**src/rtl/alu_arbiter.sv**
```systemverilog
// alu_arbiter: shares one ALU between the core execute stage (port 0) and the aux unit (port 1).
// Build option ALU_ARB_FIXED_PRI_EN: port 0 always wins ties instead of round-robin.
module alu_arbiter #(
    parameter int W   = 8,
    parameter int LAT = 1
) (
    input  logic         Clk,
    input  logic         Rst_n,
    input  logic [1:0]   req_valid,
    output logic [1:0]   req_ready,
    input  logic [3:0]   req_op0,
    input  logic [3:0]   req_op1,
    input  logic [W-1:0] req_a0,
    input  logic [W-1:0] req_a1,
    input  logic [W-1:0] req_b0,
    input  logic [W-1:0] req_b1,
    output logic [1:0]   rsp_valid,
    input  logic [1:0]   rsp_ready,
    output logic [W-1:0] rsp_data,
    output logic         rsp_zero,
    output logic [3:0]   alu_op,
    output logic [W-1:0] alu_a,
    output logic [W-1:0] alu_b,
    output logic         alu_start,
    input  logic [W-1:0] alu_out,
    input  logic         alu_zero,
    output logic         busy
);
    // state | meaning
    // IDLE  | no op in flight; grant computed combinationally
    // BUSY  | ALU inputs held, down-counting to the alu_out sample cycle
    // RESP  | result held for the owner until it takes it
    typedef enum logic [1:0] {IDLE, BUSY, RESP} stateT;

    localparam logic [3:0] CNT_INIT = 4'(LAT - 1);

    stateT      state;
    stateT      stateNext;
    logic [1:0] grant;
    logic       accept;
    logic       acceptPort;
    logic       owner;
    logic [3:0] count;
`ifndef ALU_ARB_FIXED_PRI_EN
    logic       lastGrant;
`endif

    always_comb begin
        grant = 2'b00;
        if (state == IDLE) begin
            case (req_valid)
                2'b01:   grant = 2'b01;
                2'b10:   grant = 2'b10;
                2'b11:
`ifdef ALU_ARB_FIXED_PRI_EN
                    grant = 2'b01;
`else
                    grant = lastGrant ? 2'b01 : 2'b10;
`endif
                default: grant = 2'b00;
            endcase
        end
    end

    assign req_ready  = grant;
    assign accept     = |(req_valid & grant);
    assign acceptPort = grant[1];

    always_comb begin
        stateNext = state;
        case (state)
            IDLE:    if (accept) stateNext = BUSY;
            BUSY:    if (count == 4'd0) stateNext = RESP;
            RESP:    if (rsp_ready[owner]) stateNext = IDLE;
            default: stateNext = IDLE;
        endcase
    end

    assign rsp_valid = (state == RESP) ? (owner ? 2'b10 : 2'b01) : 2'b00;
    assign busy      = (state != IDLE);

    // ALU inputs only load on accept, so they hold their last values through IDLE and RESP
    always_ff @(posedge Clk or negedge Rst_n) begin
        if (!Rst_n) begin
            state     <= IDLE;
            owner     <= 1'b0;
            count     <= 4'd0;
            alu_start <= 1'b0;
            alu_op    <= 4'b0000;
            alu_a     <= '0;
            alu_b     <= '0;
            rsp_data  <= '0;
            rsp_zero  <= 1'b0;
`ifndef ALU_ARB_FIXED_PRI_EN
            lastGrant <= 1'b1;
`endif
        end else begin
            state     <= stateNext;
            alu_start <= 1'b0;
            if (accept) begin
                owner     <= acceptPort;
                count     <= CNT_INIT;
                alu_start <= 1'b1;
                alu_op    <= acceptPort ? req_op1 : req_op0;
                alu_a     <= acceptPort ? req_a1  : req_a0;
                alu_b     <= acceptPort ? req_b1  : req_b0;
`ifndef ALU_ARB_FIXED_PRI_EN
                lastGrant <= acceptPort;
`endif
            end else if (state == BUSY) begin
                if (count == 4'd0) begin
                    rsp_data <= alu_out;
                    rsp_zero <= alu_zero;
                end else begin
                    count <= count - 4'd1;
                end
            end
        end
    end
endmodule
```
**config.mk**
```make
export PLATFORM = sky130hd
export DESIGN_NAME = alu_arbiter
export DESIGN_NICKNAME = d
export VERILOG_FILES = /design/src/rtl/alu_arbiter.sv
export SDC_FILE = /design/constraint.sdc
export NUM_CORES = 1
export LEC_CHECK = 0
export ABC_CLOCK_PERIOD_IN_PS = 2100
export BUFFER_PORTS_ARGS = -buffer_cell sky130_fd_sc_hd__buf_2
export CAP_MARGIN = 10
export CORE_ASPECT_RATIO = 1.4
export CORE_MARGIN = 1.5
export CORE_UTILIZATION = 30
export DETAILED_ROUTE_END_ITERATION = 10
export GPL_TIMING_DRIVEN = 0
export PLACE_DENSITY = 0.65
export SYNTH_ARGS = -nofsm -noshare
export SYNTH_HDL_FRONTEND = slang
export SYNTH_SLANG_ARGS = --single-unit
export TNS_END_PERCENT = 1
```
**constraint.sdc**
```tcl
create_clock -name Clk -period 2.1 [get_ports Clk]
set_input_delay 0 -clock Clk [delete_from_list [all_inputs] [get_ports Clk]]
set_output_delay 0 -clock Clk [all_outputs]
set_load 0.02 [all_outputs]
```
Word-level counts from Yosys, hierarchy flattened
Cells that the tools add are included.
{"block": "word_totals", "elab_cells": 49, "out_inout_bits": 35, "register_bits": 38}
{"block": "classes", "n_lt_le_gt_ge": 1, "n_mux": 18, "reduce_logical": 8, "bitwise_logic": 2, "n_eq_ne": 9, "n_addsub": 1}
{"cell": "$mux 4", "n": 4}
{"cell": "$mux 8", "n": 2}
{"cell": "$mux 2", "n": 7}
{"cell": "$pmux 2 s3", "n": 2}
{"cell": "$eq 2x2->1 const B", "n": 3}
{"cell": "$ne 2x2->1 const B", "n": 3}
{"cell": "$reduce_and 3->1", "n": 2}
{"cell": "$eq 2x1->1 const B", "n": 2}
{"cell": "$logic_not 4->1", "n": 1}
{"cell": "$reduce_bool 2->1", "n": 2}
{"cell": "$sub 4x1->4 const B", "n": 1}
{"cell": "$mux 1", "n": 3}
{"cell": "$and 2x2->2", "n": 1}
{"cell": "$logic_not 2->1", "n": 1}
{"cell": "$lt 1x2->1 const B", "n": 1}
{"cell": "$ne 2x1->1 const B", "n": 1}
{"cell": "$reduce_and 2->1", "n": 1}
{"cell": "$reduce_or 2->1", "n": 1}
{"cell": "$not 1->1", "n": 1}

Logic depth before layout (Yosys ltp)
{"block": "logic_depth", "depth_word": 7, "ltp_mapped": 5, "depth_no_buf": 5}

Worst setup path before layout
Ideal clock, no wire load.
{"block": "synth_timing", "path_type": "register to register", "startpoint": "reg lastGrant", "endpoint": "reg owner", "setup_slack_ns": 0.497, "synth_period_minus_slack_ns": 1.603, "arrival_ns": 1.445, "path_buffers": 1, "required_ns": 1.942, "stages_incl_launch_ff": 5, "path_cell_list": "dfstp_2 and2b_1 clkbuf_2 nor3_1 a21oi_1"}
{"block": "synth_via", "elab_chain_len": 5}
{"item": "start, declared", "line_no": "45", "source": "logic lastGrant;"}
{"item": "start signal, assigned", "line_no": "108", "source": "lastGrant <= acceptPort;"}
{"item": "$mux 2", "line_no": "58", "source": "grant = lastGrant ? 2'b01 : 2'b10;"}
{"item": "$pmux 2 s3", "line_no": "51", "source": "case (req_valid)"}
{"item": "$mux 2", "line_no": "50", "source": "if (state == IDLE) begin"}
{"item": "via req_ready[0]", "line_no": "10", "source": "output logic [1:0] req_ready,"}
{"item": "$and 2x2->2", "line_no": "66", "source": "assign accept = |(req_valid & grant);"}
{"item": "$reduce_or 2->1", "line_no": "66"}
{"item": "end signal, assigned", "line_no": "101", "source": "owner <= acceptPort;"}
{"item": "end, declared", "line_no": "42", "source": "logic owner;"}
The timed path passes the listed nets, and every way through them passes these cells.
A chain may end at the register's enable or synchronous reset.

Worst setup path after layout
{"block": "layout_timing", "startpoint": "reg lastGrant", "endpoint": "reg alu_a[5]"}
{"block": "layout_via", "elab_chain_len": 5}
{"item": "$mux 2 (*)", "line_no": "58"}
{"item": "$pmux 2 s3 (*)", "line_no": "51"}
{"item": "$mux 2 (*)", "line_no": "50"}
{"item": "$and 2x2->2", "line_no": "66"}
{"item": "$reduce_or 2->1", "line_no": "66"}
{"item": "end signal, assigned", "line_no": "105", "source": "alu_a <= acceptPort ? req_a1 : req_a0;"}
{"item": "end, declared", "line_no": "22", "source": "output logic [W-1:0] alu_a,"}
Every way passes the cells marked *; elsewhere a longest branch is shown, timed or not.

==> run metrics <==
critical setup path kind register to register; # Post-CTS Setup Buffers 0; worst endpoint required time approximately 2300 ps; PD cells 1470 nW/um^2; Post-synth EDFFs 0; Max-slew headroom 42.4%; CP Launch Type register; synthesis warning total 0; crit-path max cell delay 570 ps; DRC Markers 0; Crit path depth 5; Tmin final 2000 ps; layout overhead on the synthesized area 64.6%; GR Overflow Total 0; H-tree levels 2; Synth Instances 184; number of synthesized register bits 38; port bufs between 80 and 90; CP delay by family, top buffers and inverters; Synth Cell Area 1830 sq um; worst min-delay path startpoint rsp_ready[0]; layout cells sized above 1 37.6%; worst path buffer plus inverter count 2; worst setup path startpoint lastGrant; pin count of the biggest net entering global routing 39; Max FO, Critical Path 10; status finished, final reports clean; Vias 1,984; Die Span Y between 90 and 100 um; drt total wl 5.70 mm; clock slew seen by the registers of the worst setup and hold paths 80 ps; final core utilization 51.4%; R2R Path End alu_a[5]; TritonCTS clock tree yes; total track usage 17.5%; std cell rows 33; Clock Sinks 38; detailed placer's ending HPWL 3.78 mm; Setup crit end kind register; Ports 90; cell taking the most area after synthesis dfrtp_1; Initial DRC Count 85; static leakage 1.39 nW; initial antenna violation count 0; most common library cells after synthesis dfrtp_1 (37), a21oi_1 (24), o21ai_0 (22); post-synthesis cell type count 32; r2r worst-path depth 5; Post-Syn Area per Cell 9.95 sq um; MaxCap Viol Count 0; initial core utilization a little under a third; peak supply drop 0.575 mV; first-pass GRT wire length 9.12 mm; vias in the first global route 1,930; Worst Hold Class input pin to register; DP Area 2360 sq um; DR vias/cell ~5.0; clk root buf clkbuf_8; Main synth FF type dfrtp_1; design area 3010 sq um; Final ANT Viol Nets 0; chip width between 60 and 70 um; CTS buffer count 5; setup TNS 0 ps; Worst Skew roughly 7.4 ps; Layout Nets 386; RSZ-0062 raised after global routing false; Placed Instances 342; endpoints failing hold 0; fin crit share 95.2%; CP max stage cell dfstp_2; crit-path cells and2b_1 -> clkbuf_1 -> o21ai_0 -> a31oi_1 -> dlygate4sd3_1; Worst Tran Pin Value 864 ps; Hold Path Stages 3; Cell Count, Final, Fillers Out 400; WL/cell roughly 14 um; Max Slew Vio Count 0; Clk Latency, worst-skew pair 300 ps; f_max 500 MHz; flop2flop setup slack 100 ps; Power Total about 0.0044 W; post-synth top area share 50.6%; count leader, synth dfrtp_1; core area ~6000 sq um; worst hold endpoint state[1]; CP arrival 2180 ps; # setup viols final 0; GPL Wtd Cong 0.727; # diodes 0; Max Buffers Root-to-Sink 2; Reg2Reg Launch Point lastGrant; Area contributors post-synth dfrtp_1 (51%), a31oi_1 (7.2%), a21oi_1 (6.6%), mux2_2 (6.2%), o21ai_0 (6.0%); drt first pass iters 4; sequential element share of the synthesized area 52.0%; Post-synth ARST share between 90% and 100%; syn nets roughly 240; Die Footprint between 6000 and 7000 sq um
==> power by group <==
part	switching, W	leakage (nW)	internal [W]
combinational	0.00126	0.875	0.00109
clock	0.000273	0.0714	0.000507
sequential	0.000208	0.440	0.00110
total	0.00174	1.39	0.00270
==> final cells by class <==
cell class                 instances  area [sq um]
tap                               70          87.6
sequential                        38           952
timing repair buffer             138           941
inverter                           7          26.3
clock buffer                       6          82.6
buffer                            15          75.1
multi-input combinational        124           788
fill                             545          2850
clock inverter                     2          60.1
==> what timing repair did <==
item	4_1_cts	5_1_grt
hold endpoints to repair	66	0
hold buffers	50	0
endpoints found under the setup margin	0	15
gates resized for setup	0	6
==> flip-flops by register name, summed over array words and instances, names as in the netlist <==
register / count
state: 2
owner: 1
alu_start: 1
rsp_data: 8
alu_op: 4
lastGrant: 1
alu_b: 8
rsp_zero: 1
count: 4
alu_a: 8
==> stage by stage <==
step | hold slack [ps] | setup slack (ps)
3_3_place_gp | 155 | 530
5_1_grt | 32.8 | 12.2
3_5_place_dp | 168 | 484
6_report | 29.0 | 100
2_1_floorplan | -296 | 497
4_1_cts | 5.97 | 83.4
==> logic make-up after synthesis <==
family / Yosys count / synth area share [%]
AO/OA/AOI/OAI: 74 / 22.8
flip-flops: 38 / 52.0
AND/OR/NAND/NOR: 37 / 12.0
buffers and inverters: 22 / 5.19
multiplexers: 11 / 6.70
adder cells (fa/ha/maj): 2 / 1.37
==> worst max path at each step <==
stage	end	slack, ps
after floorplan	owner	500
after global placement	rsp_data[6]	530
after detailed placement	rsp_data[5]	480
after CTS	alu_op[3]	80
after global routing	alu_a[6]	10
final	alu_a[5]	100
==> routing by layer <==
metal | up-vias | global-route usage [%] | part of all wire, %
met5 | - | 0 | 0
li1 | 965 | - | -
met3 | 6 | 3.70 | 5.4
met2 | 72 | 30.7 | 53
met4 | 0 | 4.90 | 1.1
met1 | 941 | 21.8 | 41
==> cell usage in the layout (no fill, tap or decap), drive strengths merged, types with 2 or more instances in the layout <==
cell         synthesis  final
dfrtp               37     37
buf                  9     94
ha                   2      2
nor3                 2      2
nand3               20     20
nor2                 5      5
o21ai               22     22
nand2                2      2
dlygate4sd3          0     50
clkbuf               6     15
and2b                2      2
bufinv               0      2
nand2b               3      3
a21o                 2      2
mux2                10     10
inv                  7      7
a21oi               24     24
a31oi               21     21
==> worst register-to-register path, delay by kind of cell (launching register included) <==
family	cells	cell delay, ps
flops	1	570
simple gates	1	200
compound gates	2	340
buf+inv	2	790
(Power assumes the default switching activity.)
